<file path="config.mk">
export PLATFORM = sky130hd
export DESIGN_NAME = vram_fetch_flat
export DESIGN_NICKNAME = d
export VERILOG_FILES = /design/src/rtl/vram_fetch_if.sv /design/src/rtl/vram_fetch.sv /design/src/flat_wrapper.sv
export SDC_FILE = /design/constraint.sdc
export NUM_CORES = 1
export LEC_CHECK = 0
export ABC_AREA = 1
export BUFFER_PORTS_ARGS = -buffer_cell sky130_fd_sc_hd__buf_2
export CORE_MARGIN = 3
export CORE_UTILIZATION = 51
export CTS_CLUSTER_DIAMETER = 120
export DETAILED_ROUTE_END_ITERATION = 10
export GPL_TIMING_DRIVEN = 0
export PLACE_DENSITY = 0.84
export SETUP_SLACK_MARGIN = 0.3
export SLEW_MARGIN = 20
export SYNTH_ARGS = -nofsm -noshare
export SYNTH_HDL_FRONTEND = slang
export SYNTH_SLANG_ARGS = --single-unit
</file>
<file path="constraint.sdc">
create_clock -name clk -period 2.8 [get_ports clk]
set_input_delay 0.14 -clock clk [delete_from_list [all_inputs] [get_ports clk]]
set_output_delay 0.14 -clock clk [all_outputs]
set_load 0.03 [all_outputs]
</file>
<file path="src/rtl/vram_fetch_if.sv">
`default_nettype none
// ============================================================================
// Module      : vram_fetch_if
// Description : Bundle of the command, VRAM-arbiter and read-stream signals of
//               the vram_fetch initiator.
//               master : the fetch unit (drives busy/done, the VRAM request and
//                        the read stream)
//               slave  : the environment (issues commands, answers requests,
//                        consumes words)
//               Command  : start, start_addr[14:0], word_count[CNT_W-1:0],
//                          busy, done
//               VRAM     : vram_addr[14:0], vram_strobe, vram_ack,
//                          vram_rddata[31:0]
//               Stream   : rd_data[31:0], rd_valid, rd_ready
// Revision    : 1.0 - initial release
// ============================================================================
interface vram_fetch_if #(
    parameter int CNT_W = 8
);
    logic             start;
    logic [14:0]      start_addr;
    logic [CNT_W-1:0] word_count;
    logic             busy;
    logic             done;
    logic [14:0]      vram_addr;
    logic             vram_strobe;
    logic             vram_ack;
    logic [31:0]      vram_rddata;
    logic [31:0]      rd_data;
    logic             rd_valid;
    logic             rd_ready;

    modport master (
        input  start, start_addr, word_count, vram_ack, vram_rddata, rd_ready,
        output busy, done, vram_addr, vram_strobe, rd_data, rd_valid
    );

    modport slave (
        output start, start_addr, word_count, vram_ack, vram_rddata, rd_ready,
        input  busy, done, vram_addr, vram_strobe, rd_data, rd_valid
    );
endinterface
`default_nettype wire

</file>
<file path="src/rtl/vram_fetch.sv">
`default_nettype none
// ============================================================================
// Module      : vram_fetch
// Description : Read initiator for one 32-bit port of the VRAM arbiter.
//               A (start_addr, word_count) command is turned into a sequence
//               of strobe/address requests, at most one in flight, and the
//               acked words are collected in a small show-ahead FIFO drained
//               through a valid/ready stream.
//               Ports: clk, rst (synchronous, active high)
//                      bus (vram_fetch_if.master): command, VRAM request and
//                      read-stream signals
//               Parameters: DEPTH (FIFO words, power of two >= 2),
//                           CNT_W (width of word_count)
// Revision    : 1.0 - initial release
// ============================================================================
module vram_fetch #(
    parameter int DEPTH = 4,
    parameter int CNT_W = 8
) (
    input  wire logic        clk,
    input  wire logic        rst,
    vram_fetch_if.master     bus
);

    localparam int AW = $clog2(DEPTH);

    localparam logic [0:0] S_IDLE  = 1'b0;
    localparam logic [0:0] S_FETCH = 1'b1;

    // ------------------------------------------------------------------------
    // State and datapath registers
    // ------------------------------------------------------------------------
    logic [0:0]       r_state;
    logic [0:0]       w_state_nxt;
    logic [14:0]      r_iaddr;
    logic [CNT_W-1:0] r_remaining;
    logic             r_discard;
    logic             r_done;

    logic [31:0]      r_mem [DEPTH];
    logic [AW-1:0]    r_wptr;
    logic [AW-1:0]    r_rptr;
    logic [AW:0]      r_count;

    // ------------------------------------------------------------------------
    // Decoded events
    // ------------------------------------------------------------------------
    logic             w_fetch;
    logic             w_zero_cmd;
    logic             w_restart;
    logic             w_ack_acc;
    logic             w_last;
    logic             w_push;
    logic             w_pop;
    logic [CNT_W-1:0] w_rem_after;
    logic [AW+1:0]    w_occ_ack;

    assign w_fetch    = (r_state == S_FETCH);
    assign w_zero_cmd = bus.start && (bus.word_count == '0);
    assign w_restart  = bus.start && w_fetch;

    // An ack is only taken while fetching, outside the one-cycle discard
    // window and not in a cycle where a new command replaces the old one.
    assign w_ack_acc  = w_fetch && bus.vram_ack && !r_discard && !bus.start;
    assign w_last     = w_ack_acc && (r_remaining == CNT_W'(1));

    assign w_push     = w_ack_acc;
    // A restart flushes the FIFO, so a pop in that cycle is meaningless.
    assign w_pop      = (r_count != '0) && bus.rd_ready && !w_restart;

    assign w_rem_after = r_remaining - CNT_W'(w_ack_acc);

    // Occupancy check counts the raw ack (even one about to be discarded) and
    // ignores a concurrent pop: conservative, and it keeps the request path
    // free of the consumer's ready.
    assign w_occ_ack  = {1'b0, r_count} + {{(AW+1){1'b0}}, bus.vram_ack};

    // ------------------------------------------------------------------------
    // FSM: state register
    // ------------------------------------------------------------------------
    always_ff @(posedge clk) begin
        if (rst) begin
            r_state <= S_IDLE;
        end else begin
            r_state <= w_state_nxt;
        end
    end

    // ------------------------------------------------------------------------
    // FSM: next state
    // ------------------------------------------------------------------------
    always_comb begin
        w_state_nxt = r_state;
        case (r_state)
            S_IDLE: begin
                if (bus.start && !w_zero_cmd) begin
                    w_state_nxt = S_FETCH;
                end
            end
            S_FETCH: begin
                if (bus.start) begin
                    // A restart with a zero count aborts and goes idle.
                    w_state_nxt = w_zero_cmd ? S_IDLE : S_FETCH;
                end else if (w_last) begin
                    w_state_nxt = S_IDLE;
                end
            end
            default: w_state_nxt = S_IDLE;
        endcase
    end

    // ------------------------------------------------------------------------
    // FSM: outputs
    // ------------------------------------------------------------------------
    always_comb begin
        bus.busy        = 1'b0;
        bus.done        = r_done;
        bus.vram_strobe = 1'b0;
        // Look-ahead address: when this cycle's ack is taken, the request for
        // the following word goes out immediately, sustaining one word/clock.
        bus.vram_addr   = r_iaddr + 15'(w_ack_acc);
        if (w_fetch) begin
            bus.busy        = 1'b1;
            bus.vram_strobe = (w_rem_after != '0) &&
                              (w_occ_ack < (AW+2)'(DEPTH));
        end
    end

    // ------------------------------------------------------------------------
    // Command registers
    // ------------------------------------------------------------------------
    always_ff @(posedge clk) begin
        if (rst) begin
            r_iaddr     <= '0;
            r_remaining <= '0;
            r_discard   <= 1'b1;
            r_done      <= 1'b0;
        end else begin
            r_done    <= w_zero_cmd || w_last;
            // An ack in the cycle after a restart answers a request of the
            // aborted command and must be dropped.
            r_discard <= w_restart;
            if (bus.start) begin
                r_iaddr     <= bus.start_addr;
                r_remaining <= bus.word_count;
            end else if (w_ack_acc) begin
                r_iaddr     <= r_iaddr + 15'd1;
                r_remaining <= r_remaining - CNT_W'(1);
            end
        end
    end

    // ------------------------------------------------------------------------
    // Show-ahead FIFO
    // ------------------------------------------------------------------------
    always_ff @(posedge clk) begin
        if (w_push) begin
            r_mem[r_wptr] <= bus.vram_rddata;
        end
    end

    always_ff @(posedge clk) begin
        if (rst || w_restart) begin
            r_wptr  <= '0;
            r_rptr  <= '0;
            r_count <= '0;
        end else begin
            if (w_push) begin
                r_wptr <= r_wptr + AW'(1);
            end
            if (w_pop) begin
                r_rptr <= r_rptr + AW'(1);
            end
            case ({w_push, w_pop})
                2'b10:   r_count <= r_count + (AW+1)'(1);
                2'b01:   r_count <= r_count - (AW+1)'(1);
                default: r_count <= r_count;
            endcase
        end
    end

    assign bus.rd_valid = (r_count != '0);
    assign bus.rd_data  = r_mem[r_rptr];

    // The strobe rule must never let a word land in a full FIFO.
    always_ff @(posedge clk) begin
        if (!rst && w_push && !w_pop) begin
            assert (r_count < (AW+1)'(DEPTH));
        end
    end

endmodule
`default_nettype wire

</file>
<file path="src/flat_wrapper.sv">
// flat-port wrapper written by rule: the top's interface ports become plain ports
module vram_fetch_flat 
#(
    parameter int DEPTH = 4,
    parameter int CNT_W = 8
)
  (clk, rst, bus_start, bus_start_addr, bus_word_count, bus_vram_ack, bus_vram_rddata, bus_rd_ready, bus_busy, bus_done, bus_vram_addr, bus_vram_strobe, bus_rd_data, bus_rd_valid);
  vram_fetch_if #(.CNT_W(CNT_W)) bus_i ();
  input  wire logic clk;
  input  wire logic rst;
  input wire logic [$bits(bus_i.start)-1:0] bus_start;
  input wire logic [$bits(bus_i.start_addr)-1:0] bus_start_addr;
  input wire logic [$bits(bus_i.word_count)-1:0] bus_word_count;
  input wire logic [$bits(bus_i.vram_ack)-1:0] bus_vram_ack;
  input wire logic [$bits(bus_i.vram_rddata)-1:0] bus_vram_rddata;
  input wire logic [$bits(bus_i.rd_ready)-1:0] bus_rd_ready;
  output wire logic [$bits(bus_i.busy)-1:0] bus_busy;
  output wire logic [$bits(bus_i.done)-1:0] bus_done;
  output wire logic [$bits(bus_i.vram_addr)-1:0] bus_vram_addr;
  output wire logic [$bits(bus_i.vram_strobe)-1:0] bus_vram_strobe;
  output wire logic [$bits(bus_i.rd_data)-1:0] bus_rd_data;
  output wire logic [$bits(bus_i.rd_valid)-1:0] bus_rd_valid;
  assign bus_i.start = bus_start;
  assign bus_i.start_addr = bus_start_addr;
  assign bus_i.word_count = bus_word_count;
  assign bus_i.vram_ack = bus_vram_ack;
  assign bus_i.vram_rddata = bus_vram_rddata;
  assign bus_i.rd_ready = bus_rd_ready;
  assign bus_busy = bus_i.busy;
  assign bus_done = bus_i.done;
  assign bus_vram_addr = bus_i.vram_addr;
  assign bus_vram_strobe = bus_i.vram_strobe;
  assign bus_rd_data = bus_i.rd_data;
  assign bus_rd_valid = bus_i.rd_valid;
  vram_fetch #(.DEPTH(DEPTH), .CNT_W(CNT_W)) u_core (.clk(clk), .rst(rst), .bus(bus_i));
endmodule
</file>
==> results.json, run 1 <==
{
  "finalWirelength_um": 17500,
  "cts_tree": "done",
  "grt_pass1_vias": 5572,
  "synth.yosys.seq_area_share": 0.646,
  "synth-warning-count": 0,
  "rsz0062_at_grt": "yes",
  "final_antenna_net_count": 0,
  "clkSlewWorstSetupHoldPaths_ns": 0.06,
  "site_row_count": 42,
  "hold_path_startpoint": "bus_start_addr[6]",
  "final_setup_violation_count": 0,
  "min_path_type": "input pin to flip-flop",
  "clock_sink_count": 163,
  "timing.rr.start": "u_core.r_state",
  "nNetsFinal": 913,
  "syn_nets": 734,
  "area_delta_synth_final_pct": 29.7,
  "min_path_cells": 5,
  "p_seq_frac": 0.476,
  "clock_root_buffer": "clkbuf_16",
  "num-fill-cells": 963,
  "timing.critical_path.cells": "nand2_4 > nor2_4 > nand2_2 > inv_2 > buf_8 > ha_4 > ha_4 > nand3_4 > nor3_4 > nand2_1 > xor2_2 > buf_6",
  "synth_largest_area_cell": "edfxtp_1",
  "cpPeakStageDelay_ns": 0.36,
  "cts_inserted_buffers": 17,
  "ys_types": 30,
  "power.share.combinational": 0.072,
  "routed-via-count": 5604,
  "async_flop_share": 0,
  "min_period_over_period": 0.867,
  "syn-mean-instance-area_um2": 10.6,
  "critical_path_class": "flip-flop to output port",
  "setup_slack_on_the_worst_flop_to_flop_path_ns": 0.47,
  "finalHoldWorstSlack_ns": 0.0324,
  "pwr-share-clk": 0.452,
  "powerDensity_mw_per_mm2": 614,
  "highest_attainable_clock_frequency_mhz": 412,
  "worst_ep_required_time_ns": 2.66,
  "dp_hpwl_um": 10900,
  "final_cells": 1030,
  "drive_above_1_share": 0.230,
  "route.detailed.drc": 0,
  "crit_fanout": 3,
  "worstMarginPinSlew_ns": 0.625,
  "grt_pass1_wl_um": 27000,
  "detailedRoute.firstPassIterationCount": 6,
  "hold_violations": 0,
  "pin_count": 111,
  "diodes": 0,
  "max_cap_violations": 0,
  "drt_iter0_drc": 387,
  "ir_worst_vdd_mv": 0.440,
  "timing.critical_path.to_type": "output port",
  "post-layout-total-power_mw": 5.60,
  "post-place-cells": 950,
  "synth_area_leaders": "edfxtp_1 (55%), dfxtp_1 (10%), o21ai_0 (5.8%)",
  "worst_skew_pair.late_latency_ns": 0.43,
  "internal_power_mw": 4.38,
  "global_route.usage.total": 0.234,
  "cp-start-kind": "flip-flop",
  "synth.ff_latch_count": 163,
  "die-area_mm2": 0.0152,
  "core_area_mm2": 0.0133,
  "final_period_minus_worst_setup_slack_ns": 2.43,
  "clock_path_buffers": 2,
  "synthesis.instances": 662,
  "start_util": 0.527,
  "grt.overflow.total": 0,
  "timing.critical_path.mode_cell": "ha_4",
  "cp.arrival_ns": 2.29,
  "port-buffer-count": 108,
  "netSwitchingFraction": 0.219,
  "r2r.worst_path.cells": 13,
  "net-switching-power_mw": 1.23,
  "cpMaxStageDelayCell": "dfxtp_4",
  "run_status": "finished clean",
  "globalplace.congestion": 0.861,
  "largest_net_degree_at_the_start_of_global_routing": 21,
  "horiz_die_dim_um": 123,
  "post_drt_via_cell_ratio": 5.44,
  "cell_area_after_synthesis_mm2": 0.00704,
  "cts.htree.levels": 4,
  "final-max-slew-violation-count": 0,
  "number_of_enable_type_register_cells_in_the_synthesized_netlist": 128,
  "max-slew-margin-rel": 0.583,
  "critical_path.reg2reg.endpoint": "u_core.r_count[2]",
  "timing.clock.skew_ns": 0.0125,
  "y_dimension_of_the_die_um": 123,
  "leakagePower_nw": 3.53,
  "drt-wirelength-per-cell_um": 16.9,
  "holdPathEnd": "u_core.r_iaddr[6]",
  "synth-main-ff-cell": "edfxtp_1",
  "yosysTopAreaCellShare": 0.546,
  "grt_antenna_before_repair": 0
}
-- cells by family after synthesis --
logic type,count (synthesis),share of synthesized area
compound gates,154,0.118
xor+xnor,21,0.0261
buf+inv,83,0.0487
simple gates,229,0.139
flops,163,0.646
fa+ha+maj,12,0.0224
-- what timing repair did --
action | CTS | global route
hold buffers | 37 | 0
resized for setup | 19 | 4
pin swaps | 9 | 5
setup endpoints to repair | 10 | 4
buffers inserted | 6 | 5
hold endpoints to repair | 133 | 0
-- power by group through the flow --
stage	Combinational, mW	Clock [mW]	Sequential (mW)
6_report	0.405	2.53	2.67
5_1_grt	0.444	2.63	2.67
4_1_cts	0.398	2.54	2.67
3_5_place_dp	0.345	0	2.72
3_3_place_gp	0.332	0	2.72
2_1_floorplan	0.213	0	2.71
-- critical path, delay by kind of cell, from the launching register on --
family	cells	cell delay (ns)
flops	1	0.36
buf+inv	3	0.33
simple gates	6	0.64
fa+ha+maj	2	0.30
xor+xnor	1	0.22
-- Yosys cell counts, types with 3 or more instances --
| cell type | count |
|---|---|
| ha_1 | 11 |
| inv_2 | 3 |
| o21ai_1 | 5 |
| nand2_2 | 6 |
| nor2_4 | 4 |
| o21bai_1 | 3 |
| nand2_1 | 76 |
| a21oi_1 | 25 |
| xor2_1 | 19 |
| dfxtp_1 | 35 |
| a31oi_1 | 6 |
| clkbuf_1 | 19 |
| buf_2 | 7 |
| nor2_2 | 5 |
| inv_1 | 50 |
| o22ai_1 | 32 |
| edfxtp_1 | 128 |
| nand3_1 | 22 |
| nand4_1 | 8 |
| o21ai_0 | 81 |
| nor2_1 | 103 |
-- cells in the final DEF, fill, tap and decap left out, types with 20 or more instances in the layout --
master	netlist	routed
dfxtp_1	35	34
a21oi_1	25	25
nand2_1	76	75
clkbuf_1	19	20
dlygate4sd3_1	0	37
nor2_1	103	98
edfxtp_1	128	128
inv_1	50	49
buf_2	7	112
o21ai_0	81	81
nand3_1	22	21
o22ai_1	32	32
-- final cells by class --
type                            count  area (um^2)  area share
Tap cell                          176          220      0.0241
Clock inverter                     14          208      0.0227
Inverter                           53          201      0.0221
Clock buffer                       18          429      0.0470
Multi-Input combinational cell    416         2260       0.247
Buffer                             30          151      0.0166
Sequential cell                   163         4550       0.498
Timing Repair Buffer              160         1110       0.122
-- worst max-delay path by stage --
stage	from	endpoint	slack, ns
finish	u_core.r_state	bus_vram_addr[12]	0.37
global route	u_core.r_state	bus_vram_addr[13]	0.26
global placement	u_core.r_state	u_core.r_mem[0][17]	-0.89
detailed placement	u_core.r_state	bus_vram_addr[12]	0.34
CTS	u_core.r_state	bus_vram_addr[13]	0.31
floorplan	u_core.r_state	u_core.r_mem[0][0]	-0.06
-- flip-flops by register name, indices dropped and copies added (netlist names), 2 cells and up, named ones only --
name                flops
u_core.r_wptr           2
u_core.r_rptr           2
u_core.r_remaining      8
u_core.r_iaddr         15
u_core.r_mem          128
u_core.r_count          3
-- metrics by stage --
stage	utilization	setup TNS, ns	setup slack, ns	instance area (um^2)
final	0.684	0	0.372	9130
after global routing	0.684	0	0.255	9130
after CTS	0.680	0	0.311	9080
after detailed placement	0.595	0	0.338	7950
after global placement	0.585	-108.52	-0.895	7810
after floorplan	-	-7.38	-0.0576	7050
-- routing by layer --
layer / global-route usage / vias to the layer above / part of all wire
li1: - / 2659 / -
met1: 0.276 / 2625 / 0.40
met2: 0.402 / 291 / 0.51
met3: 0.0604 / 29 / 0.079
met4: 0.106 / 0 / 0.016
met5: 0 / - / 0
(Power assumes the default switching activity.)
==> inputs of run 2 (changes only) <==
- RECOVER_POWER: not set -> 100
==> run 2 against run 1 <==
  * Via count about the same
  * Critical path depth down 6
  * Flip-flop and latch count unchanged
  * Setup slack worse by 0.11 ns
  * Combinational power down 4%
  * Worst hold slack better by 0.0015 ns
  * Core utilization down 1.1 points
  * Global-route usage unchanged
  * Clock skew down 0.0031 ns
  * Power down 0.40%
  * Sequential power about the same
  * Cell area down 1.7%
  * Critical endpoint is now bus_rd_data[11]
  * Largest cell class unchanged
==> results.json, run 2 (synthesized netlist as in run 1, its figures left out) <==
{
  "tns_ns": 0,
  "worstMarginPinSlew_ns": 1.06,
  "diodes": 0,
  "globalplace.congestion": 0.861,
  "site_row_count": 42,
  "min_path_type": "input pin to flip-flop",
  "largest_net_degree_at_the_start_of_global_routing": 21,
  "detailedRoute.firstPassIterationCount": 5,
  "routed-via-count": 5601,
  "dp_hpwl_um": 10900,
  "grt.overflow.total": 0,
  "highest_attainable_clock_frequency_mhz": 395,
  "crit_fanout": 10,
  "hold_path_startpoint": "bus_start_addr[6]",
  "final_period_minus_worst_setup_slack_ns": 2.53,
  "die-area_mm2": 0.0152,
  "clock_sink_count": 163,
  "cts_tree": "done",
  "worst_ep_required_time_ns": 2.66,
  "holdPathEnd": "u_core.r_iaddr[6]",
  "kind_of_cell_adding_the_most_delay_to_the_critical_path": "buffers and inverters",
  "horiz_die_dim_um": 123,
  "ir_worst_vdd_mv": 0.449,
  "min_path_cells": 5,
  "placement.setup.worst_slack_ns": 0.338,
  "area_delta_synth_final_pct": 27.6,
  "clkSlewWorstSetupHoldPaths_ns": 0.06,
  "cp.arrival_ns": 2.39,
  "grt_pass1_vias": 5572,
  "grt_pass1_wl_um": 27000,
  "timing.rr.start": "u_core.r_state",
  "multi_input_area_mm2": 0.00222,
  "cts_inserted_buffers": 17,
  "min_period_over_period": 0.905,
  "critical_path.reg2reg.endpoint": "u_core.r_mem[0][1]",
  "final-max-slew-violation-count": 0,
  "leakagePower_nw": 3.29,
  "timing.critical_path.mode_cell": "clkbuf_1",
  "core_area_mm2": 0.0133,
  "finalWirelength_um": 17400,
  "ff_latch_area_mm2": 0.00454,
  "pin_count": 111,
  "route.detailed.drc": 0,
  "timing.critical_path.to_type": "output port",
  "clock_path_buffers": 2,
  "global_route.usage.total": 0.234,
  "drt-wirelength-per-cell_um": 16.9,
  "num-fill-cells": 1020,
  "grt_antenna_before_repair": 0,
  "path_buf_inv": 4,
  "largest_registers": "u_core.r_mem x128, u_core.r_iaddr x15, u_core.r_remaining x8",
  "start_util": 0.527,
  "layout_commonest_cell": "edfxtp_1",
  "cp-start-kind": "flip-flop",
  "cpMaxStageDelayCell": "clkbuf_1",
  "final_antenna_net_count": 0,
  "nNetsFinal": 913,
  "critical_path_class": "flip-flop to output port",
  "max_cap_violations": 0,
  "setup_slack_on_the_worst_flop_to_flop_path_ns": 0.34,
  "post_drt_via_cell_ratio": 5.44,
  "clock_root_buffer": "clkbuf_16",
  "run_status": "finished clean",
  "timing.critical_path.cells": "clkbuf_1 > inv_2 > clkbuf_1 > nor2_1 > o22ai_1 > clkbuf_1",
  "cts.htree.levels": 4,
  "worst_skew_pair.late_latency_ns": 0.43,
  "port-buffer-count": 108,
  "rsz0062_at_grt": "yes",
  "final_cell_mix": "edfxtp_1 (128), nor2_1 (101), clkbuf_1 (96)",
  "final_setup_violation_count": 0,
  "finalHoldWorstSlack_ns": 0.0338,
  "drt_iter0_drc": 395,
  "cpPeakStageDelay_ns": 0.47,
  "powerDensity_mw_per_mm2": 621,
  "hold_violations": 0,
  "fin_util": 0.673,
  "drive_above_1_share": 0.135,
  "largest-register": "u_core.r_mem",
  "y_dimension_of_the_die_um": 123,
  "timing.clock.skew_ns": 0.00942,
  "r2r.worst_path.cells": 8,
  "timing.final.ws_setup_ns": 0.267,
  "max-slew-margin-rel": 0.290,
  "largest_reg_flops": 128
}
-- run 2: cell types whose count changed in the layout (fill, tap and decap cells not counted), moves of 2 or more --
cell	change
o21ai_0	+2
buf_4	-7
nor2_2	+3
nor2_4	-6
buf_2	-71
nor2_1	+3
clkbuf_4	+3
o21ai_1	-2
clkbuf_1	+76
-- run 2: layout make-up --
type / count / share of cell area
inverters: 53 / 0.0224
clock buffers: 18 / 0.0478
repair buffers: 160 / 0.113
multi-input cells: 416 / 0.247
well taps: 176 / 0.0245
clock inverters: 14 / 0.0231
plain buffers: 30 / 0.0155
flip-flops and latches: 163 / 0.506
-- run 2: routing by layer --
| layer | GRT usage | part of all wire | vias up |
|---|---|---|---|
| met3 | 0.0604 | 0.078 | 32 |
| met2 | 0.402 | 0.51 | 272 |
| met5 | 0 | 0 | - |
| met4 | 0.106 | 0.016 | 0 |
| li1 | - | - | 2659 |
| met1 | 0.276 | 0.40 | 2638 |
-- run 2: what timing repair did --
item                                   CTS  global route
setup endpoints to repair               10             4
endpoints found under the hold margin  133             0
setup buffers                            6             5
resized for setup                       19             4
pin swaps                                9             5
hold buffers                            37             0
-- run 2: worst max-delay path by stage --
| stage | startpoint | endpoint | slack, ns | cells past startpoint |
|---|---|---|---|---|
| after floorplan | u_core.r_state | u_core.r_mem[0][0] | -0.06 | 5 |
| after global placement | u_core.r_state | u_core.r_mem[0][17] | -0.89 | 5 |
| after detailed placement | u_core.r_state | bus_vram_addr[12] | 0.34 | 12 |
| after CTS | u_core.r_state | bus_vram_addr[13] | 0.31 | 14 |
| after global routing | u_core.r_state | bus_vram_addr[11] | 0.13 | 13 |
| final | flip-flop | bus_rd_data[11] | 0.27 | 6 |
-- run 2: worst min-delay path, stage by stage --
cell and delay (ns):
buf_2 0.07, nand2_1 0.04, nand2_1 0.06, a21oi_1 0.04, nor2_1 0.07
-- run 2: where the power goes --
| part | leakage [nW] | switching [mW] | internal (mW) |
|---|---|---|---|
| Sequential | 1.44 | 0.0291 | 2.64 |
| Combinational | 1.54 | 0.244 | 0.143 |
| Clock | 0.314 | 0.947 | 1.58 |
| Total | 3.29 | 1.22 | 4.36 |
-- run 2: metrics by stage --
step           power, mW  cells  area (um^2)
4_1_cts             5.60   1025         9080
6_report            5.58   1030         8980
3_5_place_dp        3.06    950         7950
2_1_floorplan       2.93    662         7050
3_3_place_gp        3.05    946         7810
5_1_grt             5.73   1030         8980
==> inputs of run 3 (changes only) <==
- HOLD_SLACK_MARGIN: not set -> 0.12
==> run 3 against run 2 <==
  * Clock skew grew 0.0010 ns
  * Critical path depth up 7
  * First-iteration DRC count is 12% higher
  * Global-route usage rose by 1.3 points
  * Worst hold slack improved by 0.10 ns
  * Largest cell class unchanged
  * Wire length increased by 5.5%
  * Sequential power hardly changed
  * Register-to-register slack is essentially flat
==> results.json, run 3 (synthesized netlist as in run 1, its figures left out) <==
{
  "timing.critical_path.to_type": "output port",
  "largest-register": "u_core.r_mem",
  "max-slew-margin-rel": 0.288,
  "worst_skew_pair.late_latency_ns": 0.43,
  "cts_inserted_buffers": 17,
  "diodes": 0,
  "final_cells": 1054,
  "routed-via-count": 5831,
  "die-area_mm2": 0.0152,
  "clkSlewWorstSetupHoldPaths_ns": 0.06,
  "pwr-share-clk": 0.450,
  "cp.arrival_ns": 2.43,
  "cts.htree.levels": 4,
  "port-buffer-count": 108,
  "largest_net_degree_at_the_start_of_global_routing": 21,
  "worst_ep_required_time_ns": 2.66,
  "layout_commonest_cell": "edfxtp_1",
  "highest_attainable_clock_frequency_mhz": 389,
  "timing.rr.start": "u_core.r_state",
  "nNetsFinal": 937,
  "drt-wirelength-per-cell_um": 17.4,
  "max_cap_violations": 0,
  "internal_power_mw": 4.38,
  "final-max-slew-violation-count": 0,
  "powerDensity_mw_per_mm2": 608,
  "pin_count": 111,
  "post_drt_via_cell_ratio": 5.53,
  "rsz0062_at_grt": "no",
  "hold_path_startpoint": "bus_word_count[4]",
  "num-fill-cells": 965,
  "net-switching-power_mw": 1.23,
  "cp-start-kind": "flip-flop",
  "critical_path_class": "flip-flop to output port",
  "globalplace.congestion": 0.861,
  "dp_hpwl_um": 10900,
  "grt.overflow.total": 0,
  "worstMarginPinSlew_ns": 1.07,
  "crit_fanout": 3,
  "timing.clock.skew_ns": 0.0104,
  "hold_violations": 0,
  "drive_above_1_share": 0.139,
  "tns_ns": 0,
  "site_row_count": 42,
  "ir_worst_vdd_mv": 0.449,
  "cts_tree": "done",
  "route.detailed.drc": 0,
  "p_seq_frac": 0.476,
  "finalHoldWorstSlack_ns": 0.139,
  "horiz_die_dim_um": 123,
  "post-layout-total-power_mw": 5.61,
  "final_antenna_net_count": 0,
  "area_delta_synth_final_pct": 30.9,
  "final_period_minus_worst_setup_slack_ns": 2.57,
  "run_status": "finished clean",
  "grt_pass1_wl_um": 28500,
  "post-place-cells": 950,
  "min_path_type": "input pin to flip-flop",
  "global_route.usage.total": 0.247,
  "y_dimension_of_the_die_um": 123,
  "grt_pass1_vias": 5864,
  "netSwitchingFraction": 0.219,
  "grt_antenna_before_repair": 0,
  "clock_path_buffers": 2,
  "leakagePower_nw": 3.42,
  "clock_sink_count": 163,
  "crit_path_start": "u_core.r_state",
  "start_util": 0.527,
  "final_cell_mix": "edfxtp_1 (128), nor2_1 (101), clkbuf_1 (90)",
  "final_setup_violation_count": 0,
  "core_area_mm2": 0.0133,
  "finalWirelength_um": 18400,
  "min_period_over_period": 0.918,
  "power.share.combinational": 0.075,
  "drt_iter0_drc": 441,
  "largest_reg_flops": 128,
  "clock_root_buffer": "clkbuf_16",
  "largest_registers": "u_core.r_mem x128, u_core.r_iaddr x15, u_core.r_remaining x8",
  "detailedRoute.firstPassIterationCount": 8
}
==> run 3: critical path, stage by stage, from the launching register on <==
cell	delay, ns
dfxtp_1	0.37
nand2_4	0.05
nor2_1	0.15
nand2_2	0.09
inv_2	0.08
buf_8	0.10
ha_4	0.15
inv_2	0.03
nor2_2	0.13
nand2_2	0.09
nor2_4	0.12
buf_4	0.13
xor2_1	0.15
clkbuf_1	0.37
==> run 3: final timing paths <==
kind,to,slack [ns],cells after the start
min reg2reg,u_core.r_rptr[1],0.49,2
max,bus_vram_addr[7],0.23,13
max reg2reg,u_core.r_mem[0][1],0.34,8
min,u_core.r_remaining[4],0.14,5
==> run 3: what timing repair did <==
item | in CTS | in global routing
setup buffers | 6 | 6
gates resized for setup | 19 | 2
hold buffers | 60 | 0
endpoints found under the hold margin | 154 | 0
endpoints found under the setup margin | 10 | 7
pin swaps | 9 | 5
==> run 3: final cells by class <==
type,instances,area [um^2],share of cell area
tap,176,220,0.0239
clock inverter,14,208,0.0225
timing repair buffer,184,1260,0.137
inverter,53,199,0.0216
multi-input combinational,416,2220,0.240
buffer,30,139,0.0151
clock buffer,18,429,0.0466
sequential,163,4540,0.493
==> run 3: stage by stage <==
stage          cell area (um^2)  utilization  worst slack [ns]
6_report                   9220        0.690             0.230
5_1_grt                    9220        0.690             0.116
4_1_cts                    9310        0.698             0.311
3_5_place_dp               7950        0.595             0.338
3_3_place_gp               7810        0.585            -0.895
2_1_floorplan              7050            -           -0.0576
==> run 3: per-layer routing <==
layer | global-route usage | routed length, um | up-vias
met2 | 0.432 | 9410 | 364
met3 | 0.0695 | 1700 | 38
met1 | 0.278 | 6880 | 2715
met4 | 0.120 | 401 | 0
li1 | - | - | 2714
met5 | 0 | 0 | -
==> run 3: power by group through the flow <==
stage                     Sequential [mW]  Combinational, mW  Clock, mW
after floorplan                      2.71              0.213          0
after global placement               2.72              0.332          0
after detailed placement             2.72              0.345          0
after CTS                            2.67              0.421       2.54
after global routing                 2.67              0.456       2.63
final                                2.67              0.418       2.52
